## src/rtl/display_scanner.sv

```systemverilog
// ---------------------------------------------------------------------------
// display_scanner
//   Time-multiplexed scanner for a 4-digit, 7-segment display with a common
//   anode per digit. Each digit is driven for REFRESH_DIV clock cycles, in the
//   order 0 (rightmost), 1, 2, 3. Every input is captured into a snapshot at
//   the end of a full scan frame, so the image stays stable within a frame.
//   Every BLINK_FRAMES frames the blink phase toggles. During the "off"
//   phase, digits that request blinking are blanked.
//
//   Parameters
//     REFRESH_DIV  : cycles each digit is driven (>= 2)
//     BLINK_FRAMES : full frames per blink half-period (>= 1)
//
//   Optional feature
//     LEADING_ZERO_BLANK_EN : when defined, leading zero digits (3..1) are
//                             blanked. Digit 0 is always shown.
//
//   Ports
//     clk        in   system clock, rising edge
//     rst_n      in   synchronous active-low reset
//     digits     in   [15:0] four 4-bit codes, [3:0] = digit 0
//     digit_en   in   [3:0]  per-digit enable (0 = blank)
//     blink_mask in   [3:0]  per-digit blink request
//     dp_in      in   [3:0]  per-digit decimal point request (active-high)
//     anode      out  [3:0]  digit select, active-low one-hot
//     seg_val    out  [3:0]  code of the selected digit
//     seg_en     out         decoder enable
//     dp_n       out         decimal point drive, active-low
// ---------------------------------------------------------------------------
module display_scanner #(
  parameter int unsigned REFRESH_DIV  = 100000,
  parameter int unsigned BLINK_FRAMES = 125
) (
  input  logic        clk,
  input  logic        rst_n,
  input  logic [15:0] digits,
  input  logic [3:0]  digit_en,
  input  logic [3:0]  blink_mask,
  input  logic [3:0]  dp_in,
  output logic [3:0]  anode,
  output logic [3:0]  seg_val,
  output logic        seg_en,
  output logic        dp_n
);

  localparam int unsigned TW = (REFRESH_DIV > 1) ? $clog2(REFRESH_DIV) : 1;
  localparam int unsigned FW = (BLINK_FRAMES > 1) ? $clog2(BLINK_FRAMES) : 1;

  logic [TW-1:0] cnt_r;
  logic [1:0]    idx_r;
  logic [FW-1:0] fcnt_r;
  logic          blink_phase_r;
  logic [15:0]   snap_digits_r;
  logic [3:0]    snap_en_r;
  logic [3:0]    snap_blink_r;
  logic [3:0]    snap_dp_r;

  logic          tick_s;
  logic          frame_end_s;
  logic          frame_wrap_s;
  logic [3:0]    lz_blank_s;

  assign tick_s       = (cnt_r == TW'(REFRESH_DIV - 1));
  assign frame_end_s  = tick_s && (idx_r == 2'd3);
  assign frame_wrap_s = (fcnt_r == FW'(BLINK_FRAMES - 1));

  // Tick counter and digit index
  always_ff @(posedge clk) begin
    if (!rst_n) begin
      cnt_r <= '0;
      idx_r <= 2'd0;
    end else if (tick_s) begin
      cnt_r <= '0;
      idx_r <= idx_r + 2'd1;
    end else begin
      cnt_r <= cnt_r + TW'(1);
    end
  end

  // Frame counter, blink phase and input snapshot (updated only at frame end)
  always_ff @(posedge clk) begin
    if (!rst_n) begin
      fcnt_r        <= '0;
      blink_phase_r <= 1'b0;
      snap_digits_r <= 16'h0000;
      snap_en_r     <= 4'b0000;
      snap_blink_r  <= 4'b0000;
      snap_dp_r     <= 4'b0000;
    end else if (frame_end_s) begin
      snap_digits_r <= digits;
      snap_en_r     <= digit_en;
      snap_blink_r  <= blink_mask;
      snap_dp_r     <= dp_in;
      if (frame_wrap_s) begin
        fcnt_r        <= '0;
        blink_phase_r <= ~blink_phase_r;
      end else begin
        fcnt_r        <= fcnt_r + FW'(1);
      end
    end
  end

  // Leading-zero mask: digit k is blanked when digits k..3 are all zero
  always_comb begin
    lz_blank_s = 4'b0000;
`ifdef LEADING_ZERO_BLANK_EN
    lz_blank_s[3] = (snap_digits_r[15:12] == 4'h0);
    lz_blank_s[2] = lz_blank_s[3] && (snap_digits_r[11:8] == 4'h0);
    lz_blank_s[1] = lz_blank_s[2] && (snap_digits_r[7:4] == 4'h0);
`else
    lz_blank_s = 4'b0000;
`endif
  end

  // Output decode; depends on registered state only
  always_comb begin
    anode        = 4'b1111;
    anode[idx_r] = 1'b0;
    seg_val      = snap_digits_r[{idx_r, 2'b00} +: 4];
    seg_en       = snap_en_r[idx_r]
                   && !(snap_blink_r[idx_r] && blink_phase_r)
                   && !lz_blank_s[idx_r];
    dp_n         = ~snap_dp_r[idx_r];
  end

endmodule
```

## config.mk

```make
export PLATFORM = sky130hd
export DESIGN_NAME = display_scanner
export DESIGN_NICKNAME = d
export VERILOG_FILES = /design/src/rtl/display_scanner.sv
export SDC_FILE = /design/constraint.sdc
export NUM_CORES = 1
export LEC_CHECK = 0
export BUFFER_PORTS_ARGS = -buffer_cell sky130_fd_sc_hd__buf_2
export CAP_MARGIN = 20
export CORE_MARGIN = 2
export CORE_UTILIZATION = 35
export DETAILED_ROUTE_END_ITERATION = 8
export MAX_ROUTING_LAYER = met4
export PLACE_DENSITY = 0.54
export SETUP_SLACK_MARGIN = 0.02
export SLEW_MARGIN = 30
export SYNTH_ARGS = -nofsm -noshare
export SYNTH_HDL_FRONTEND = slang
export SYNTH_SLANG_ARGS = --single-unit
```

## constraint.sdc

```tcl
create_clock -name clk -period 2.4 [get_ports clk]
set_input_delay 0.36 -clock clk [delete_from_list [all_inputs] [get_ports clk]]
set_output_delay 0.36 -clock clk [all_outputs]
set_load 0.02 [all_outputs]
```

After elaboration in Yosys (flattened, before gate mapping)
Cells that the tools add are included.

Add/subtract/negate cells: 3. Equal/unequal tests: 3. $lt $le $gt $ge: 2. Reductions and logical operators: 9. Bitwise gates (word level): 4. Multiplexer cells: 11. Shift operators: 1.

Operators by type and width (number): $add A17 B1 Y17 const B (1); $eq A17 B17 Y1 const B (1); $shiftx A16 B5 Y4 (1); $bmux W1 S2 (4); $add A7 B1 Y7 const B (1); $eq A7 B7 Y1 const B (1); $mux W7 (1); $logic_and A1 B1 Y1 (5); $mux W1 (5); $not A4 Y4 (1); $lt A2 B3 Y1 const B (1); $not A1 Y1 (3); $add A2 B1 Y2 const B (1); $demux W1 S2 (1); $eq A2 B2 Y1 const B (1); $ge A2 B1 Y1 const B (1); $logic_not A1 Y1 (2); $reduce_and A2 Y1 (1); $reduce_or A2 Y1 (1).

Flip-flop bits (word level): 55. Output and inout bits: 10. Word-level logic and storage cells: 41.

Longest topological paths before layout
Gate-level depths: netlist of the first run.

Word-level depth: 6. Gate-level depth with buffers: 8. Mapped depth without buffers: 6.

Worst setup path before layout of the first run
No wires, ideal clock.

Kind: register to register. Start point: reg cnt_r[0]. End point: reg fcnt_r[6]. Data arrival time: 1.724 ns. Buffers on the path: 1. Data required time: 2.283 ns. Slack: 0.559 ns. Cell stages (with the launch flop): 7. Cells stage by stage: dfxtp_1 > ha_1 > and4_1 > buf_4 > nand4_4 > or4_1 > a32o_1.

Cells in the longest elaborated chain, start to end: 2.

Ends and longest elaborated chain: start, declared (RTL line 49) `logic [TW-1:0] cnt_r;`; start signal, assigned (RTL line 76) `cnt_r <= cnt_r + TW'(1);`; $eq A17 B17 Y1 (RTL line 63) `assign tick_s = (cnt_r == TW'(REFRESH_DIV - 1));`; $logic_and A1 B1 Y1 (RTL line 64) `assign frame_end_s = tick_s && (idx_r == 2'd3);`; end signal, assigned (RTL line 98) `fcnt_r <= fcnt_r + FW'(1);`; end, declared (RTL line 51) `logic [FW-1:0] fcnt_r;`.

No other way between the ends. A chain may end at the register's enable or synchronous reset.

Final worst setup path of the first run
Start point: reg idx_r[0]. End point: out seg_en.

Cells in the longest elaborated chain, start to end: 6. Elaborated cells on any way between the ends: 11.

Ends and longest elaborated chain: start, declared (RTL line 50) `logic [1:0] idx_r;`; start signal, assigned (RTL line 74) `idx_r <= idx_r + 2'd1;`; $bmux W1 S2 (RTL line 121) `&& !(snap_blink_r[idx_r] && blink_phase_r)`; $mux W1 (implied by the code) (RTL line 121); $logic_and A1 B1 Y1 (RTL line 121); $logic_not A1 Y1 (RTL line 121); $logic_and A1 B1 Y1 (RTL line 121); $logic_and A1 B1 Y1 (*) (RTL line 122) `&& !lz_blank_s[idx_r];`; end, declared (RTL line 42) `output logic seg_en,`.

Mark *: on every way between the ends. The rest lies on a longest branch, timed or not. The select of a mux whose other input is x is not followed.

==> run_results.csv, run 1 <==
group,metric,value,unit
yosys,syn-instance-count,295,
place,place.gp.congestion,0.780,
setup_path,timing.rr.end,"snap_digits_r[2]",
yosys,post-synth-top-count-cell,"dfxtp_1",
setup_path,criticalPathCategory,"reg2out",
setup_path,arrival,1.82,ns
hold_path,whs_endpoint,"snap_digits_r[3]",
sta,hold_viol_final,0,
clock_network,cts_setup_buffers,0,
yosys,ys_top_cells_by_count,"dfxtp_1 (55), a21oi_1 (37), nand3_1 (35), o21ai_0 (33)",
finish,stdcell_area,2990,um2
floorplanning,die_h,90.0,um
sta,rsz0062_at_grt,"false",
place,hpwlAfterDp,4.05,mm
yosys,synthDominantCellAreaShare,42.5,%
outcome,status,"finished, final reports clean",
sta,final.period_utilization,90.8,%
routing,ant_nets,0,
finish,final_nets,365,
place,io_buffers,39,
pwr,p_leak,1.07,nW
routing,avgViaCountPerCell,5.28,
clock_network,cts-root-buf,"clkbuf_8",
finish,final_cells,428,
yosys,yosysSeqAreaShare,42.5,%
clock_network,clk_latency,0.31,ns
clock_network,hold_buffers,0,
yosys,synth_seq_cells,55,
hold_path,hold_class,"in2reg",
floorplanning,row_count,31,
place,placed_cell_area,2890,um2
routing,drc,0,
global_route,overflow,0,
sta,fin_skew,0.00840,ns
sta,fmax,459,MHz
setup_path,rrSetupSlack,0.39,ns
finish,syn_to_final_growth,15.4,%
setup_path,r2r-start,"cnt_r[0]",
finish,antenna_cells,0,
setup_path,worstPathMaxFanout,6,
routing,vias,2261,
setup_path,start_kind,"register",
setup_path,worst_setup_path_end_kind,"output port",
yosys,synth_nets,332,
hold_path,whs_path_depth,3,
pwr,power,1.53,mW
yosys,avgSynthCellArea,8.78,um2
global_route,grt_pass1_vias,2098,
floorplanning,ios,40,
sta,finalCriticalPeriod,2.18,ns
floorplanning,die_w,90.0,um
setup_path,required,2.04,ns
sta,worst_slew_pin_slew,0.486,ns
global_route,grt_util_all_layers,14.8,%
clock_network,cts_tree,"yes",
clock_network,clock-sinks,55,
global_route,grt_max_degree,37,
sta,drv_slew,0,
hold_path,hp-start,"digits[3]",
floorplanning,dieArea,8110,um2
clock_network,post_cts_resized,0,
sta,tns,0,ns
yosys,yosysWarnings,0,
floorplanning,core-area,7210,um2
routing,wl_per_cell,13.5,um
routing,drt_first_iter_violations,98,
clock_network,htree_levels,2,
global_route,antenna_found_initial,0,
clock_network,cts_buffers,5,
place,dp.cells,420,
pwr,p_per_area,513,nW/um2
yosys,async_flop_share,0,%
routing,wirelength,5.80,mm
yosys,yosys_most_used_dff,"dfxtp_1",
sta,slew_headroom,67.5,%
finish,drive_above_1_share,21.0,%
yosys,yosysTopAreaCell,"dfxtp_1",
clock_network,clk_pin_slew,0.10,ns
yosys,ys_types,41,
pwr,ir_worst_vdd,0.216,mV
sta,setup_violations,0,
yosys,synth_area_leaders,"dfxtp_1 (42%), a21oi_1 (7.1%), nand3_1 (6.8%)",
yosys,syn-cell-area,2590,um2
yosys,synth_edf_count,0,
global_route,grt_first_pass_wirelength,9.85,mm
clock_network,clockBufferDepth,2,
routing,drt_pre_antenna_iters,4,
run,maxCapViolations,0,
floorplanning,initial_utilization,35.9,%
setup_path,worstRegToRegCells,6,
-- cell families after synthesis --
family	synth area share, %
AO/OA/AOI/OAI	17.7
XOR/XNOR	3.72
adder cells (fa/ha/maj)	3.38
buffers and inverters	5.75
flip-flops	42.5
multiplexers	6.37
AND/OR/NAND/NOR	20.6
-- power breakdown --
group / internal, mW / total [mW] / switching [mW]
Sequential: 0.916 / 0.919 / 0.00276
Combinational: 0.0237 / 0.0512 / 0.0275
Clock: 0.263 / 0.563 / 0.299
-- cell type report --
class / instances / area (um2)
inverter: 11 / 41.3
clock buffer: 7 / 96.3
multi-input combinational: 205 / 1340
timing repair buffer: 50 / 278
fill: 758 / 4230
sequential: 55 / 1100
clock inverter: 1 / 7.51
tap: 99 / 124
-- cells in the final DEF (no fill, tap or decap), drive strengths merged, types with 2 or more instances in the layout --
| cell | synthesis | layout |
|---|---|---|
| nor2 | 14 | 14 |
| a31oi | 2 | 2 |
| mux4 | 5 | 5 |
| a32o | 2 | 2 |
| or3 | 3 | 3 |
| mux2 | 2 | 2 |
| o21ai | 33 | 33 |
| and4 | 2 | 2 |
| o31ai | 2 | 2 |
| nand4 | 10 | 10 |
| nor3b | 2 | 2 |
| clkbuf | 14 | 7 |
| inv | 11 | 11 |
| xnor2 | 2 | 2 |
| nor3 | 4 | 4 |
| buf | 10 | 50 |
| xor2 | 9 | 9 |
| and3 | 6 | 6 |
| or4 | 3 | 3 |
| nand3 | 35 | 35 |
| nand2 | 9 | 9 |
| o2111ai | 3 | 3 |
| mux2i | 3 | 3 |
| dfxtp | 55 | 55 |
| a21oi | 37 | 37 |
| ha | 7 | 7 |
-- per-stage QoR --
| step | hold slack [ns] | util (%) | setup slack, ns |
|---|---|---|---|
| after floorplan | 0.413 | - | 0.559 |
| after global placement | 0.421 | 40.0 | 0.468 |
| after detailed placement | 0.434 | 40.0 | 0.408 |
| after CTS | 0.289 | 41.4 | 0.199 |
| after global routing | 0.287 | 41.4 | 0.0667 |
| final | 0.295 | 41.4 | 0.222 |
-- worst max-delay path, stage by stage, from the launching register on --
cell and delay [ns]:
dfxtp_1 0.48, buf_4 0.20, mux2_2 0.33, a211oi_1 0.23
a21o_1 0.12, buf_2 0.15
-- flip-flops by register name, summed over array words and instances (netlist names) --
register and count:
snap_dp_r 4, fcnt_r 7, snap_blink_r 4, blink_phase_r 1, cnt_r 17, snap_digits_r 16
snap_en_r 4, idx_r 2
-- per-layer routing --
| metal | part of all wire (%) | GRT usage (%) | vias to the layer above |
|---|---|---|---|
| met4 | 0.24 | 3.08 | 0 |
| met2 | 44 | 23.2 | 50 |
| met5 | 0 | - | - |
| li1 | - | - | 1135 |
| met3 | 3.8 | 3.44 | 2 |
| met1 | 52 | 19.7 | 1074 |
-- how the worst max path moves through the flow --
stage               cells past startpoint                to  startpoint
floorplan                               6         fcnt_r[6]    cnt_r[0]
global placement                        6         cnt_r[16]    cnt_r[0]
detailed placement                      6  snap_digits_r[2]    cnt_r[0]
CTS                                     5            seg_en    idx_r[0]
global route                            5            seg_en    idx_r[0]
finish                                  5            seg_en    idx_r[0]
(Power assumes the default switching activity.)
==> run 2: changes to the inputs <==
MAX_ROUTING_LAYER = unset   (was met4)
==> run_results.csv, run 2 (synthesis results as in run 1) <==
group,metric,value,unit
hold_path,hold_class,"in2reg",
sta,hold_viol_final,0,
setup_path,arrival,1.81,ns
sta,setup_violations,0,
floorplanning,row_count,31,
finish,max_flop_register,"cnt_r",
clock_network,cts_buffers,5,
setup_path,critical_path_buf_inv_count,2,
floorplanning,core-area,7210,um2
routing,drt_pre_antenna_iters,4,
place,place_ws,0.408,ns
clock_network,clockBufferDepth,2,
sta,fmax,460,MHz
sta,fin_skew,0.00658,ns
sta,drv_slew,0,
pwr,p_leak,1.07,nW
routing,drc,0,
routing,wirelength,5.79,mm
floorplanning,dieArea,8110,um2
setup_path,worstPathMaxFanout,6,
clock_network,clk_latency,0.30,ns
sta,final.period_utilization,90.6,%
finish,reg_top3,"cnt_r: 17 flops, snap_digits_r: 16 flops, fcnt_r: 7 flops",
setup_path,criticalPathCategory,"reg2out",
finish,largest_register_ffs,17,
sta,setup_slack,0.225,ns
pwr,p_per_area,512,nW/um2
finish,antenna_cells,0,
setup_path,start_kind,"register",
floorplanning,initial_utilization,35.9,%
sta,worst_slew_pin_slew,0.484,ns
finish,fillers,758,
sta,tns,0,ns
clock_network,cts_tree,"yes",
clock_network,hold_buffers,0,
global_route,grt_pass1_vias,2099,
clock_network,cts_setup_buffers,0,
global_route,antenna_found_initial,0,
setup_path,critPathSlowestCell,"dfxtp_1",
routing,avgViaCountPerCell,5.28,
finish,syn_to_final_growth,15.4,%
floorplanning,die_h,90.0,um
clock_network,clk_pin_slew,0.10,ns
floorplanning,ios,40,
finish,mostFrequentLayoutCell,"dfxtp_1",
routing,vias,2260,
global_route,grt_first_pass_wirelength,9.85,mm
setup_path,required,2.04,ns
global_route,grt_util_all_layers,14.4,%
finish,final_nets,365,
clock_network,clock-sinks,55,
place,place.gp.congestion,0.770,
routing,drt_first_iter_violations,98,
routing,ant_nets,0,
place,hpwlAfterDp,4.05,mm
place,io_buffers,39,
global_route,overflow,0,
finish,layout_common_cells,"dfxtp_1 (55), buf_2 (39), a21oi_1 (37)",
clock_network,htree_levels,2,
clock_network,post_cts_resized,0,
setup_path,path_cells,"buf_4, mux2_2, a211oi_1, a21o_1, buf_2",
outcome,status,"finished, final reports clean",
sta,holdWs,0.299,ns
global_route,grt_max_degree,37,
setup_path,worst_setup_path_end_kind,"output port",
routing,wl_per_cell,13.5,um
sta,finalCriticalPeriod,2.17,ns
setup_path,cp_top_family,"flip-flops",
setup_path,slowest_delay,0.48,ns
clock_network,cts-root-buf,"clkbuf_8",
pwr,ir_worst_vdd,0.217,mV
run,maxCapViolations,0,
floorplanning,die_w,90.0,um
finish,drive_above_1_share,21.0,%
sta,rsz0062_at_grt,"false",
sta,slew_headroom,67.6,%
-- run 2: cell counts in the layout (fill, tap and decap cells not counted) --
No cell type changed its count.
-- run 2: path summary, 6_finish.rpt --
kind | start | endpoint | slack, ns | cells after the start
max | idx_r[0] | seg_en | 0.23 | 5
min | digits[3] | snap_digits_r[3] | 0.30 | 3
max reg2reg | cnt_r[0] | snap_digits_r[2] | 0.40 | 6
min reg2reg | cnt_r[0] | cnt_r[0] | 0.45 | 1
-- run 2: layer usage --
layer / GRT usage [%] / part of all wire, % / up-vias
li1: - / - / 1135
met1: 19.5 / 51 / 1077
met3: 3.77 / 4.6 / 2
met5: 0 / 0 / -
met4: 3.08 / 0.40 / 0
met2: 23.2 / 44 / 46
-- run 2: power breakdown --
group | leakage (nW) | internal (mW) | switching (mW)
Sequential | 0.443 | 0.916 | 0.00276
Clock | 0.0505 | 0.263 | 0.296
Combinational | 0.576 | 0.0237 | 0.0275
-- run 2: area by class of cell --
cell class                      count  area, um2  area share, %
Clock buffer                        7       96.3           3.22
Clock inverter                      1       7.51          0.251
Inverter                           11       41.3           1.38
Multi-Input combinational cell    205       1340           44.9
Sequential cell                    55       1100           36.8
Tap cell                           99        124           4.14
Timing Repair Buffer               50        278           9.29
-- run 2: through the flow --
step,cell area (um2),std cells,power [mW],utilization [%]
finish,2990,428,1.53,41.4
global route,2990,428,1.59,41.4
CTS,2990,428,1.55,41.4
detailed placement,2890,420,0.992,40.0
global placement,2890,420,0.993,40.0
floorplan,2590,295,0.959,-
-- run 2: worst min-delay path: stages --
cell     delay, ns
buf_2         0.10
nand3_1       0.05
a21oi_1       0.05
